## src/rtl/minmax_pkg.sv

```systemverilog
// Shared types and helpers for the min/max tracker slice.
package minmax_pkg;

    typedef enum logic [1:0] {
        IDLE  = 2'd0,
        ACCUM = 2'd1,
        HOLD  = 2'd2
    } state_t;

    function automatic int calc_cw(input int frame_len);
        return $clog2(frame_len + 1);
    endfunction

endpackage

```

## src/rtl/minmax_tracker_ult_cmp.sv

```systemverilog
// Combinational N-bit unsigned less-than, taken as the borrow out of a - b.
module ult_cmp #(
    parameter int N = 4
) (
    input  logic [N-1:0] a,
    input  logic [N-1:0] b,
    output logic         lt
);

    logic [N:0] borrow;

    // Ripple borrow chain; the final borrow is set exactly when a < b.
    always_comb begin
        borrow = '0;
        for (int i = 0; i < N; i++) begin
            borrow[i+1] = (~a[i] & b[i]) | (~(a[i] ^ b[i]) & borrow[i]);
        end
    end

    assign lt = borrow[N];

endmodule

```

## src/rtl/minmax_tracker.sv

```systemverilog
// Per-frame running min/max/count over a valid/ready sample stream.
// Optional MINMAX_INDEX_EN adds first-occurrence indices of min and max.
module minmax_tracker
    import minmax_pkg::*;
#(
    parameter  int N         = 4,
    parameter  int FRAME_LEN = 8,
    localparam int CW        = calc_cw(FRAME_LEN)
) (
    input  logic          clk,
    input  logic          rst_n,
    input  logic          in_valid,
    output logic          in_ready,
    input  logic [N-1:0]  in_data,
    input  logic          in_last,
    output logic          out_valid,
    input  logic          out_ready,
    output logic [N-1:0]  out_min,
    output logic [N-1:0]  out_max,
    output logic [CW-1:0] out_count
`ifdef MINMAX_INDEX_EN
   ,output logic [CW-1:0] out_min_idx,
    output logic [CW-1:0] out_max_idx
`endif
);

    localparam logic [CW-1:0] FRAME_LEN_CW = CW'(FRAME_LEN);

    state_t         state, nxt_state;
    logic           ready_q;
    logic [CW-1:0]  cnt, nxt_cnt;
    logic [N-1:0]   run_min, run_max, nxt_min, nxt_max;
    logic           min_lt, max_lt, first, accept, last_hit;

    ult_cmp #(.N(N)) u_min_cmp (.a(in_data), .b(run_min), .lt(min_lt));
    ult_cmp #(.N(N)) u_max_cmp (.a(run_max), .b(in_data), .lt(max_lt));

    assign in_ready  = ready_q;
    assign out_valid = (state == HOLD);
    assign accept    = in_valid && ready_q;
    assign first     = (state == IDLE);
    assign nxt_cnt   = first ? CW'(1) : cnt + CW'(1);
    assign nxt_min   = (first || min_lt) ? in_data : run_min;
    assign nxt_max   = (first || max_lt) ? in_data : run_max;
    assign last_hit  = in_last || (nxt_cnt == FRAME_LEN_CW);

    always_comb begin
        nxt_state = state;
        case (state)
            IDLE, ACCUM: if (accept) nxt_state = last_hit ? HOLD : ACCUM;
            HOLD:        if (out_ready) nxt_state = IDLE;
            default:     nxt_state = IDLE;
        endcase
    end

    // in_ready is registered so it stays low until the first edge after reset.
    always_ff @(posedge clk or negedge rst_n) begin
        if (!rst_n) begin
            state     <= IDLE;
            ready_q   <= 1'b0;
            cnt       <= '0;
            run_min   <= '0;
            run_max   <= '0;
            out_min   <= '0;
            out_max   <= '0;
            out_count <= '0;
        end else begin
            state   <= nxt_state;
            ready_q <= (nxt_state != HOLD);
            if (accept) begin
                run_min <= nxt_min;
                run_max <= nxt_max;
                cnt     <= nxt_cnt;
                if (last_hit) begin
                    out_min   <= nxt_min;
                    out_max   <= nxt_max;
                    out_count <= nxt_cnt;
                end
            end else if (state == HOLD && out_ready) begin
                cnt <= '0;
            end
        end
    end

`ifdef MINMAX_INDEX_EN
    logic [CW-1:0] run_min_idx, run_max_idx, cur_idx, nxt_min_idx, nxt_max_idx;

    assign cur_idx     = first ? '0 : cnt;
    assign nxt_min_idx = (first || min_lt) ? cur_idx : run_min_idx;
    assign nxt_max_idx = (first || max_lt) ? cur_idx : run_max_idx;

    always_ff @(posedge clk or negedge rst_n) begin
        if (!rst_n) begin
            run_min_idx <= '0;
            run_max_idx <= '0;
            out_min_idx <= '0;
            out_max_idx <= '0;
        end else if (accept) begin
            run_min_idx <= nxt_min_idx;
            run_max_idx <= nxt_max_idx;
            if (last_hit) begin
                out_min_idx <= nxt_min_idx;
                out_max_idx <= nxt_max_idx;
            end
        end
    end
`endif

endmodule
```

## config.mk

```make
export PLATFORM = sky130hd
export DESIGN_NAME = minmax_tracker
export DESIGN_NICKNAME = d
export VERILOG_FILES = /design/src/rtl/minmax_pkg.sv /design/src/rtl/minmax_tracker_ult_cmp.sv /design/src/rtl/minmax_tracker.sv
export SDC_FILE = /design/constraint.sdc
export NUM_CORES = 1
export LEC_CHECK = 0
export BUFFER_PORTS_ARGS = -buffer_cell sky130_fd_sc_hd__buf_2
export CAP_MARGIN = 20
export CORE_MARGIN = 4
export CORE_UTILIZATION = 25
export DETAILED_ROUTE_END_ITERATION = 10
export HOLD_SLACK_MARGIN = 0.08
export PLACE_DENSITY = 0.52
export SLEW_MARGIN = 20
export SYNTH_ARGS = -nofsm -noshare
export SYNTH_HDL_FRONTEND = slang
export SYNTH_SLANG_ARGS = --single-unit
export TNS_END_PERCENT = 1
```

## constraint.sdc

```tcl
create_clock -name clk -period 2.75 [get_ports clk]
set_input_delay 0.55 -clock clk [delete_from_list [all_inputs] [get_ports clk]]
set_output_delay 0.55 -clock clk [all_outputs]
set_load 0.01 [all_outputs]
```

## Word-level counts from Yosys, hierarchy flattened

Index checks and enable logic that the tools add are counted.

| word-level totals | value |
|---|---|
| register bits after elaboration | 27 |
| input port bits | 9 |
| logic and storage cells | 71 |

| cells by class | value |
|---|---|
| $add $sub $neg | 1 |
| equal/unequal tests | 4 |
| multiplexer cells | 9 |
| bitwise logic cells | 40 |
| reductions and logical operators | 9 |

Operators by type and width:

| kind | count |
|---|---|
| $mux 4 | 5 |
| $and 1x1->1 | 14 |
| $not 1->1 | 14 |
| $mux 2 | 3 |
| $or 1x1->1 | 6 |
| $xor 1x1->1 | 6 |
| $add 4x1->4 const B | 1 |
| $eq 4x4->1 const B | 1 |
| $pmux 2 s2 | 1 |
| $logic_or 1x1->1 | 3 |
| $eq 2x1->1 const B | 1 |
| $eq 2x2->1 const B | 1 |
| $logic_and 1x1->1 | 2 |
| $logic_not 2->1 | 1 |
| $ne 2x2->1 const B | 1 |
| $reduce_and 2->1 | 1 |
| $reduce_bool 2->1 | 1 |
| $reduce_or 2->1 | 1 |

## Logic depth before layout (Yosys ltp)

Gate-level depths: netlist of run 1.

| depth | value |
|---|---|
| depth in word-level cells | 10 |
| depth in mapped cells | 7 |
| gate-level depth less buffers | 6 |

## Modules after synthesis

From an unflattened synthesis of run 1, not the netlist that was laid out.

| unflattened totals | value |
|---|---|
| cells, all modules | 130 |
| area, all modules | 1483.9 um2 |

Modules (own cells, without submodules):

| module | instances | cells an instance | area each (um2) | seq. area each (um2) |
|---|---|---|---|---|
| minmax_tracker | 1 | 108 | 1293.7 | 675.6 |
| ult_cmp | 2 | 11 | 95.1 | 0.0 |

## Least setup slack after synthesis of run 1

No wires, ideal clock.

| timing | value |
|---|---|
| path kind | input port to flip-flop |
| start | in in_data[2] |
| end | reg run_min[0] |
| setup time | 0.125 ns |
| data arrival time | 2.098 ns |
| slack | 0.527 ns |
| cell stages on the path | 6 |
| path through | inv_1 -> ha_1 -> a21oi_1 -> a21boi_0 -> o31ai_1 -> mux2_2 |

| on the way | value |
|---|---|
| longest elaborated chain between the ends | 8 |
| elaborated cells between the ends (all ways) | 10 |
| classes of those cells | mux: 1; bitwise: 8; reduce/logical: 1 |

RTL lines:

| element | RTL line | RTL |
|---|---|---|
| from (decl) | minmax_tracker.sv:14 | `input logic [N-1:0] in_data,` |
| $xor 1x1->1 | minmax_tracker_ult_cmp.sv:16 | `borrow[i+1] = (~a[i] & b[i]) \| (~(a[i] ^ b[i]) & borrow[i]);` |
| $not 1->1 | minmax_tracker_ult_cmp.sv:16 |  |
| $and 1x1->1 | minmax_tracker_ult_cmp.sv:16 |  |
| $or 1x1->1 * | minmax_tracker_ult_cmp.sv:16 |  |
| $and 1x1->1 * | minmax_tracker_ult_cmp.sv:16 |  |
| $or 1x1->1 * | minmax_tracker_ult_cmp.sv:16 |  |
| $logic_or 1x1->1 * | minmax_tracker.sv:43 | `assign nxt_min = (first \|\| min_lt) ? in_data : run_min;` |
| $mux 4 * | minmax_tracker.sv:43 |  |
| to (signal assigned) | minmax_tracker.sv:71 | `run_min <= nxt_min;` |
| to (decl) | minmax_tracker.sv:32 | `logic [N-1:0] run_min, run_max, nxt_min, nxt_max;` |

Every way passes the cells marked *; elsewhere a longest branch is shown, timed or not.
A chain may end at the register's enable or synchronous reset.

## Worst setup path in the final report of run 1

| timing | value |
|---|---|
| start | in in_data[2] |
| end | reg run_min[1] |

The elaborated chain is that of the path after synthesis.

==> results of run 1 <==
state kept, by name, summed over array words and instances (netlist names):
name / flops
state: 2
out_max: 4
run_max: 4
out_min: 4
cnt: 4
in_ready: 1
out_count: 4
run_min: 4
cells by family after synthesis:
group           share of synthesized area [%]
simple gates                            15.73
compound gates                          14.38
buf+inv                                 4.719
flops                                   40.45
fa+ha+maj                               5.243
mux                                     18.43
xor+xnor                                1.049
metrics by stage:
| step | utilization (%) | setup slack, ns | total power, uW | cells | hold WS [ns] |
|---|---|---|---|---|---|
| 3_5_place_dp | 28.81 | 0.3017 | 1688 | 253 | 0.4647 |
| 3_3_place_gp | 28.81 | 0.4129 | 1685 | 253 | 0.4574 |
| 6_report | 29.57 | 0.5631 | 1908 | 257 | 0.2787 |
| 4_1_cts | 29.57 | 0.6022 | 1938 | 257 | 0.2976 |
| 2_1_floorplan | - | 0.5272 | 1420 | 159 | 0.2544 |
| 5_1_grt | 29.57 | 0.4162 | 2088 | 257 | 0.3230 |
cell type report:
| class | count | share of cell area (%) |
|---|---|---|
| Sequential cell | 27 | 35.57 |
| Inverter | 10 | 1.976 |
| Timing Repair Buffer | 24 | 6.588 |
| Multi-Input combinational cell | 115 | 48.22 |
| Tap cell | 77 | 5.072 |
| Clock buffer | 3 | 2.174 |
| Clock inverter | 1 | 0.3953 |
synthesized netlist by cell type, drive strengths merged:
library cell / instances / area share, %
a211oi: 1 / 0.45
a21boi: 1 / 0.45
a21o: 5 / 2.2
a21oi: 6 / 1.8
and2: 2 / 0.75
and4b: 2 / 1.2
buf: 5 / 2.0
clkbuf: 2 / 0.45
dfrtp: 27 / 40
ha: 7 / 5.2
inv: 10 / 2.2
mux2: 15 / 11
mux2i: 12 / 7.2
nand2: 7 / 1.6
nand2b: 1 / 0.37
nand3: 13 / 3.9
nand4: 7 / 2.6
nand4b: 2 / 1.0
nor2: 2 / 0.45
nor2b: 8 / 3.0
nor3: 1 / 0.30
o211ai: 7 / 3.1
o21ai: 5 / 1.7
o21ba: 2 / 1.2
o21bai: 1 / 0.45
o22a: 2 / 1.0
o22ai: 1 / 0.37
o31a: 1 / 1.0
o31ai: 1 / 0.45
or3b: 1 / 0.52
xnor2: 1 / 0.52
xor2: 1 / 0.52
layer usage:
layer  vias to the layer above  GRT usage (%)
met3                         2          1.753
met5                         -              0
li1                        628              -
met2                        14          15.54
met4                         0          2.682
met1                       609          12.38
power breakdown:
part           switching (uW)  total, uW  internal, uW
combinational             476        959           483
sequential                139        710           571
clock                     136        239           103
total                     751       1910          1160
how the worst max path moves through the flow:
stage                      end  slack [ns]  cells after the start
floorplan           run_min[0]        0.53                      6
global placement    run_min[1]        0.41                      8
detailed placement  run_min[1]        0.30                      8
CTS                 run_min[1]        0.60                      8
global route        run_min[1]        0.42                      8
finish              run_min[1]        0.56                      8
worst reg2reg max path: cells and delay by family, from the launching register on:
family | cells | cell delay [ns]
multiplexers | 1 | 0.33
adder cells (fa/ha/maj) | 1 | 0.33
AO/OA/AOI/OAI | 2 | 0.52
AND/OR/NAND/NOR | 1 | 0.20
flip-flops | 1 | 0.42
buffers and inverters | 1 | 0.20
==> results.yml, run 1 <==
die:
  fp.dieArea_um2: 8053
  initial_core_util_pct: 26.01
  die_w_um: 89.74
  placement_rows: 29
  die_h_um: 89.74
  core_um2: 6422
  pin_count: 23
timing:
  slew_headroom_pct: 57.42
  fin_setup_tns_ns: 0
  hold_violations: 0
  finalCritPeriodShare_pct: 79.52
  slew_viol_final: 0
  setup_violations: 0
  rsz0062_at_grt: "false"
  max_freq_mhz: 457.3
  worst_slew_pin_slew_ns: 0.6387
  post-route-min-period_ns: 2.187
  fin_skew_ns: 0.008208
global_route:
  grt_pass1_vias: 1335
  grt_max_degree: 28
  antenna_found_initial: 0
  globalRouteOverflowTotal: 0
  grt_usage_pct: 9.341
  grt_pass1_wl_um: 6341
placed_design:
  detailed_place_hpwl_um: 2666
  place.gp.congestion: 0.7581
  port_buffers: 22
  placed_cell_area_um2: 1851
worst_setup_path:
  r2r-start: "run_min[2]"
  crit_chain: "buf_2 -> inv_1 -> ha_1 -> nand4b_1 -> a21boi_0 -> o31ai_1 -> buf_4 -> mux2_2"
  slowest_delay_ns: 0.38
  crit_type: "primary input to flip-flop"
  arrival_ns: 2.36
  crit_slowest_cell: "o31ai_1"
  cp_num_buf_inv: 3
  r2r_slack_ns: 0.65
  worst-r2r-cell-count: 6
  crit_fanout: 7
  required_ns: 2.93
  cp-end-kind: "flip-flop"
  startpoint: "in_data[2]"
  crit_family: "compound AO/OA/AOI/OAI gates"
  worstSetupStartpointType: "primary input"
  rr_endpoint: "run_min[1]"
synthesis:
  syn_inst: 159
  ys_seq_elements: 27
  yosys.cell_types.count: 36
  syn_area_per_cell_um2: 10.51
  syn_nets: 175
  syn_area_um2: 1670
  yosysWarnings: 0
  seq_area_frac_synth_pct: 40.45
finish:
  final_cell_mix: "dfrtp_1, buf_2, nand3_1"
  seq_area_um2: 675.6
  num_antenna_cells: 0
  multi_input_area_um2: 915.9
  syn_to_final_growth_pct: 13.71
  final_common_cell: "dfrtp_1"
  drive_above_1_share_pct: 26.11
  fillers: 678
  nets: 197
  final_area_um2: 1899
clocking:
  post_cts_resized: 0
  clkLatencyLatePin_ns: 0.28
  clk_path_buf_depth: 2
  htreeDepth: 1
  cts_tree: "done"
  clkTransAtPathRegs_ns: 0.10
  cts_root_buffer: "clkbuf_8"
  cts_setup_buffers: 0
  clock-sinks: 27
  hold_buffers: 0
  cts_buffers: 3
detailed_routing:
  ant_nets: 0
  wl_met2_um: 1662
  wire_per_inst_um: 13.77
  drt_wl_total_um: 3540
  drt-initial-drc-count: 27
  vias_per_cell: 4.875
  topRoutingLayerUsed: "met4"
  wl_met3_um: 95
  dr.pass1.iters: 4
  vias: 1253
  drc: 0
  drt-met1-wl_um: 1760
pwr:
  powerDensity_nw_per_um2: 1004
  ir_drop_mv: 0.3216
  power.leakage_uw: 0.0009088
status:
  outcome: "finished, final reports clean"
flow_run:
  cap_violations: 0
worst_hold_path:
  min_path_type: "primary input to asynchronous set/reset pin"
Power figures use the tool's default switching activity.
==> run 2, diff against run 1 <==
- clock period: 2.75 -> 2.05 ns (I/O delays scaled with it)
==> run 2 against run 1 <==
  * Non-clock buffer count is 13 higher
  * Via count is 6.7% higher
  * Final cell count is 5.4% higher
  * Total power is 44% higher
  * Clock-buffer cell count stayed put
  * Sequential power is 34% higher
  * Critical path depth is 3 lower
  * Combinational power is 54% higher
  * Wire length is 12% higher
  * Global-route usage is 0.96 points higher
  * Core utilization is 2.2 points higher
  * Critical path type is now flip-flop to flip-flop
  * Largest power group unchanged
==> results.yml, run 2 (synthesis results as in run 1) <==
worst_setup_path:
  crit_type: "flip-flop to flip-flop"
  cp-end-kind: "flip-flop"
  rr_endpoint: "out_max[1]"
  worst-r2r-cell-count: 5
  required_ns: 2.22
  arrival_ns: 2.18
  r2r-start: "cnt[1]"
  crit_fanout: 7
  r2r_slack_ns: 0.04
  worstSetupStartpointType: "flip-flop"
clocking:
  clkTransAtPathRegs_ns: 0.10
  clkLatencyLatePin_ns: 0.28
  cts_root_buffer: "clkbuf_8"
  cts_buffers: 3
  cts_setup_buffers: 0
  hold_buffers: 0
  htreeDepth: 1
  cts_tree: "done"
  clock-sinks: 27
  clk_path_buf_depth: 2
timing:
  slew_viol_final: 0
  finalCritPeriodShare_pct: 97.88
  setup_violations: 0
  post-route-min-period_ns: 2.007
  hold_violations: 0
  max_freq_mhz: 498.4
  slew_headroom_pct: 56.77
  fin_skew_ns: 0.004068
  fin_setup_tns_ns: 0
  worst_slew_pin_slew_ns: 0.6484
global_route:
  antenna_found_initial: 0
  globalRouteOverflowTotal: 0
  grt_usage_pct: 10.30
  grt_pass1_vias: 1419
  grt_max_degree: 28
  grt_pass1_wl_um: 6906
finish:
  seq_area_um2: 675.6
  num_antenna_cells: 0
  final_common_cell: "dfrtp_1"
  syn_to_final_growth_pct: 22.02
  fillers: 659
  multi_input_area_um2: 957.2
  drive_above_1_share_pct: 34.02
  final_cell_mix: "dfrtp_1, buf_2, buf_4"
  final_util_pct: 31.74
  final_cells: 271
  nets: 211
placed_design:
  place.gp.congestion: 0.7678
  port_buffers: 22
  detailed_place_hpwl_um: 2919
  dpl.cell_count: 266
detailed_routing:
  wire_per_inst_um: 14.62
  vias: 1337
  drc: 0
  ant_nets: 0
  dr.pass1.iters: 4
  drt-initial-drc-count: 37
  drt_wl_total_um: 3963
  vias_per_cell: 4.934
status:
  outcome: "finished, final reports clean"
die:
  fp.dieArea_um2: 8053
  placement_rows: 29
  initial_core_util_pct: 26.01
  core_um2: 6422
  die_h_um: 89.74
  pin_count: 23
  die_w_um: 89.74
pwr:
  ir_drop_mv: 0.5612
  power.leakage_uw: 0.0009749
  powerDensity_nw_per_um2: 1349
worst_hold_path:
  min_path_type: "primary input to asynchronous set/reset pin"
flow_run:
  cap_violations: 0
[run 2: what timing repair did]
item / in CTS / in global routing
setup endpoints to repair: 0 / 13
resized for setup: 0 / 5
hold endpoints to repair: 0 / 0
[run 2: power by group]
| part | switching [uW] | internal (uW) |
|---|---|---|
| clock network | 183 | 138 |
| logic | 708 | 767 |
| registers | 186 | 766 |
| total | 1080 | 1670 |
[run 2: final cells by class]
cell class,instances,area share [%]
timing repair buffer,37,10.93
multi-input combinational,116,46.96
tap,77,4.727
clock inverter,1,0.3683
inverter,10,1.842
clock buffer,3,2.026
sequential,27,33.15
[run 2: worst max-delay path by stage]
stage          startpoint    endpoint  slack, ns  cells past startpoint
2_1_floorplan      cnt[0]  out_max[1]       0.01                      6
6_report           cnt[1]  out_max[1]       0.04                      5
3_3_place_gp   in_data[2]  run_min[1]     -0.008                      8
4_1_cts            cnt[1]  out_max[1]      0.004                      5
3_5_place_dp   in_data[2]  run_min[2]      -0.02                      8
5_1_grt            cnt[1]  out_max[1]      -0.02                      5
[run 2: metrics by stage]
| step | total power (uW) | hold slack, ns | setup WS [ns] | cell area (um^2) |
|---|---|---|---|---|
| 2_1_floorplan | 1911 | 0.1144 | 0.01401 | 1675 |
| 3_3_place_gp | 2357 | 0.4605 | -0.007917 | 1953 |
| 3_5_place_dp | 2382 | 0.4603 | -0.01611 | 1953 |
| 4_1_cts | 2720 | 0.1743 | 0.004273 | 2002 |
| 5_1_grt | 3000 | 0.1800 | -0.01665 | 2038 |
| 6_report | 2749 | 0.1454 | 0.04348 | 2038 |
[run 2: per-layer routing]
| metal | vias to the layer above | track usage [%] | share of wire (%) |
|---|---|---|---|
| li1 | 658 | - | - |
| met1 | 653 | 14.02 | 48 |
| met2 | 21 | 16.60 | 47 |
| met3 | 5 | 2.922 | 4.3 |
| met4 | 0 | 1.660 | 0.53 |
| met5 | - | 0 | 0 |
[run 2: critical path, stage by stage, from the launching register on]
cell,delay (ns)
dfrtp_1,0.43
ha_4,0.18
xnor2_2,0.13
or3b_4,0.41
o31a_4,0.41
mux2_4,0.32
==> run 3, diff against run 2 <==
- RECOVER_POWER: unset -> 50
==> run 3 against run 2 <==
  * The flow now finishes with violations (capacitance limit, slew limit)
  * Worst setup slack lost 0.0014 ns
  * Global-route usage unchanged
  * Worst hold slack improved by 0.25 ns
  * Register-to-register slack about the same
  * Combinational power barely moved
==> results.yml, run 3 (synthesis results as in run 1) <==
status:
  outcome: "complete, but fails checks"
  violations: "capacitance limit, slew limit"
detailed_routing:
  vias_per_cell: 4.911
  wire_per_inst_um: 14.65
  drt_wl_total_um: 3970
  vias: 1331
  drt-initial-drc-count: 36
  dr.pass1.iters: 4
  drc: 0
  ant_nets: 0
worst_setup_path:
  arrival_ns: 2.18
  crit_type: "flip-flop to flip-flop"
  r2r_slack_ns: 0.04
  crit_fanout: 7
  worst-r2r-cell-count: 5
  worstSetupStartpointType: "flip-flop"
  cp-end-kind: "flip-flop"
  r2r-start: "cnt[1]"
  required_ns: 2.22
  cp-endpoint: "out_max[1]"
  rr_endpoint: "out_max[1]"
  startpoint: "cnt[1]"
placed_design:
  place.gp.congestion: 0.7678
  dp_slack_ns: -0.01611
  placed_cell_area_um2: 1953
  port_buffers: 22
  detailed_place_hpwl_um: 2919
pwr:
  power_frac_comb_pct: 53.4
  power_frac_seq_pct: 34.8
  p_int_uw: 1660
  swShare_pct: 39.43
  ir_drop_mv: 0.5612
  power_uw: 2740
  powerDensity_nw_per_um2: 1348
  power.leakage_uw: 0.0009606
  clockPowerShare_pct: 11.8
  switchingPower_uw: 1080
timing:
  slew_viol_final: 28
  hold_violations: 0
  finalCritPeriodShare_pct: 97.95
  worst_slew_pin_slew_ns: 1.557
  final.setup.worst_slack_ns: 0.04206
  max_freq_mhz: 498.0
  setup_violations: 0
  post-route-min-period_ns: 2.008
  slew_headroom_pct: -3.820
  fin_hold_ws_ns: 0.3925
  fin_skew_ns: 0.004002
die:
  die_h_um: 89.74
  pin_count: 23
  core_um2: 6422
  fp.dieArea_um2: 8053
  die_w_um: 89.74
  initial_core_util_pct: 26.01
  placement_rows: 29
clocking:
  cts_tree: "done"
  clock-sinks: 27
  cts_root_buffer: "clkbuf_8"
  htreeDepth: 1
  cts_buffers: 3
  clkLatencyLatePin_ns: 0.28
  clkTransAtPathRegs_ns: 0.10
  clk_path_buf_depth: 2
global_route:
  grt_pass1_wl_um: 6906
  grt_usage_pct: 10.30
  grt_max_degree: 28
  grt_pass1_vias: 1419
  antenna_found_initial: 0
  globalRouteOverflowTotal: 0
finish:
  num_antenna_cells: 0
  fillers: 658
  syn_to_final_growth_pct: 21.65
  multi_input_area_um2: 957.2
  final_area_um2: 2032
  seq_area_um2: 675.6
  drive_above_1_share_pct: 31.44
  final_cell_mix: "dfrtp_1, buf_2, buf_4"
  final_util_pct: 31.64
  nets: 211
  final_common_cell: "dfrtp_1"
worst_hold_path:
  min_path_type: "primary input to flip-flop"
flow_run:
  cap_violations: 1
run 3: what timing repair did:
action                                 in CTS  in global routing
setup endpoints to repair                   0                 13
buffers inserted                            0                  0
gates resized for setup                     0                  5
hold buffers                                0                  0
endpoints found under the hold margin       0                  0
run 3: cell type report:
cell class	count	area share (%)
Multi-Input combinational cell	116	47.11
Sequential cell	27	33.25
Timing Repair Buffer	37	10.65
Tap cell	77	4.741
Clock buffer	3	2.032
Inverter	10	1.847
Clock inverter	1	0.3695
run 3: layer usage:
| metal | track usage (%) | wire (um) |
|---|---|---|
| met1 | 14.02 | 1909 |
| met2 | 16.60 | 1876 |
| met3 | 2.922 | 163 |
| met4 | 1.660 | 21 |
| met5 | 0 | 0 |
run 3: critical path: stages (launching register included):
cell and delay [ns]:
dfrtp_1 0.43, ha_4 0.18, xnor2_2 0.13, or3b_4 0.41
o31a_4 0.42, mux2_4 0.32
run 3: worst min-delay path by stage:
stage	startpoint	cells past startpoint	end	slack [ns]
after floorplan	rst_n	0	cnt[0]	0.11
after global placement	out_count[3]	1	out_count[3]	0.46
after detailed placement	out_count[3]	1	out_count[3]	0.46
after CTS	rst_n	1	out_min[2]	0.17
after global routing	out_ready	2	state[1]	0.40
final	out_ready	2	state[1]	0.39
run 3: power groups by stage:
stage / clock network [uW] / logic (uW) / registers [uW]
after floorplan: 0 / 944 / 967
after global placement: 0 / 1400 / 952
after detailed placement: 0 / 1430 / 952
after CTS: 342 / 1430 / 943
after global routing: 361 / 1640 / 993
final: 322 / 1460 / 954
run 3: through the flow:
step           TNS [ns]  cells
5_1_grt        -0.05397    271
3_5_place_dp   -0.04408    266
6_report              0    271
2_1_floorplan         0    159
4_1_cts               0    270
3_3_place_gp   -0.02876    266
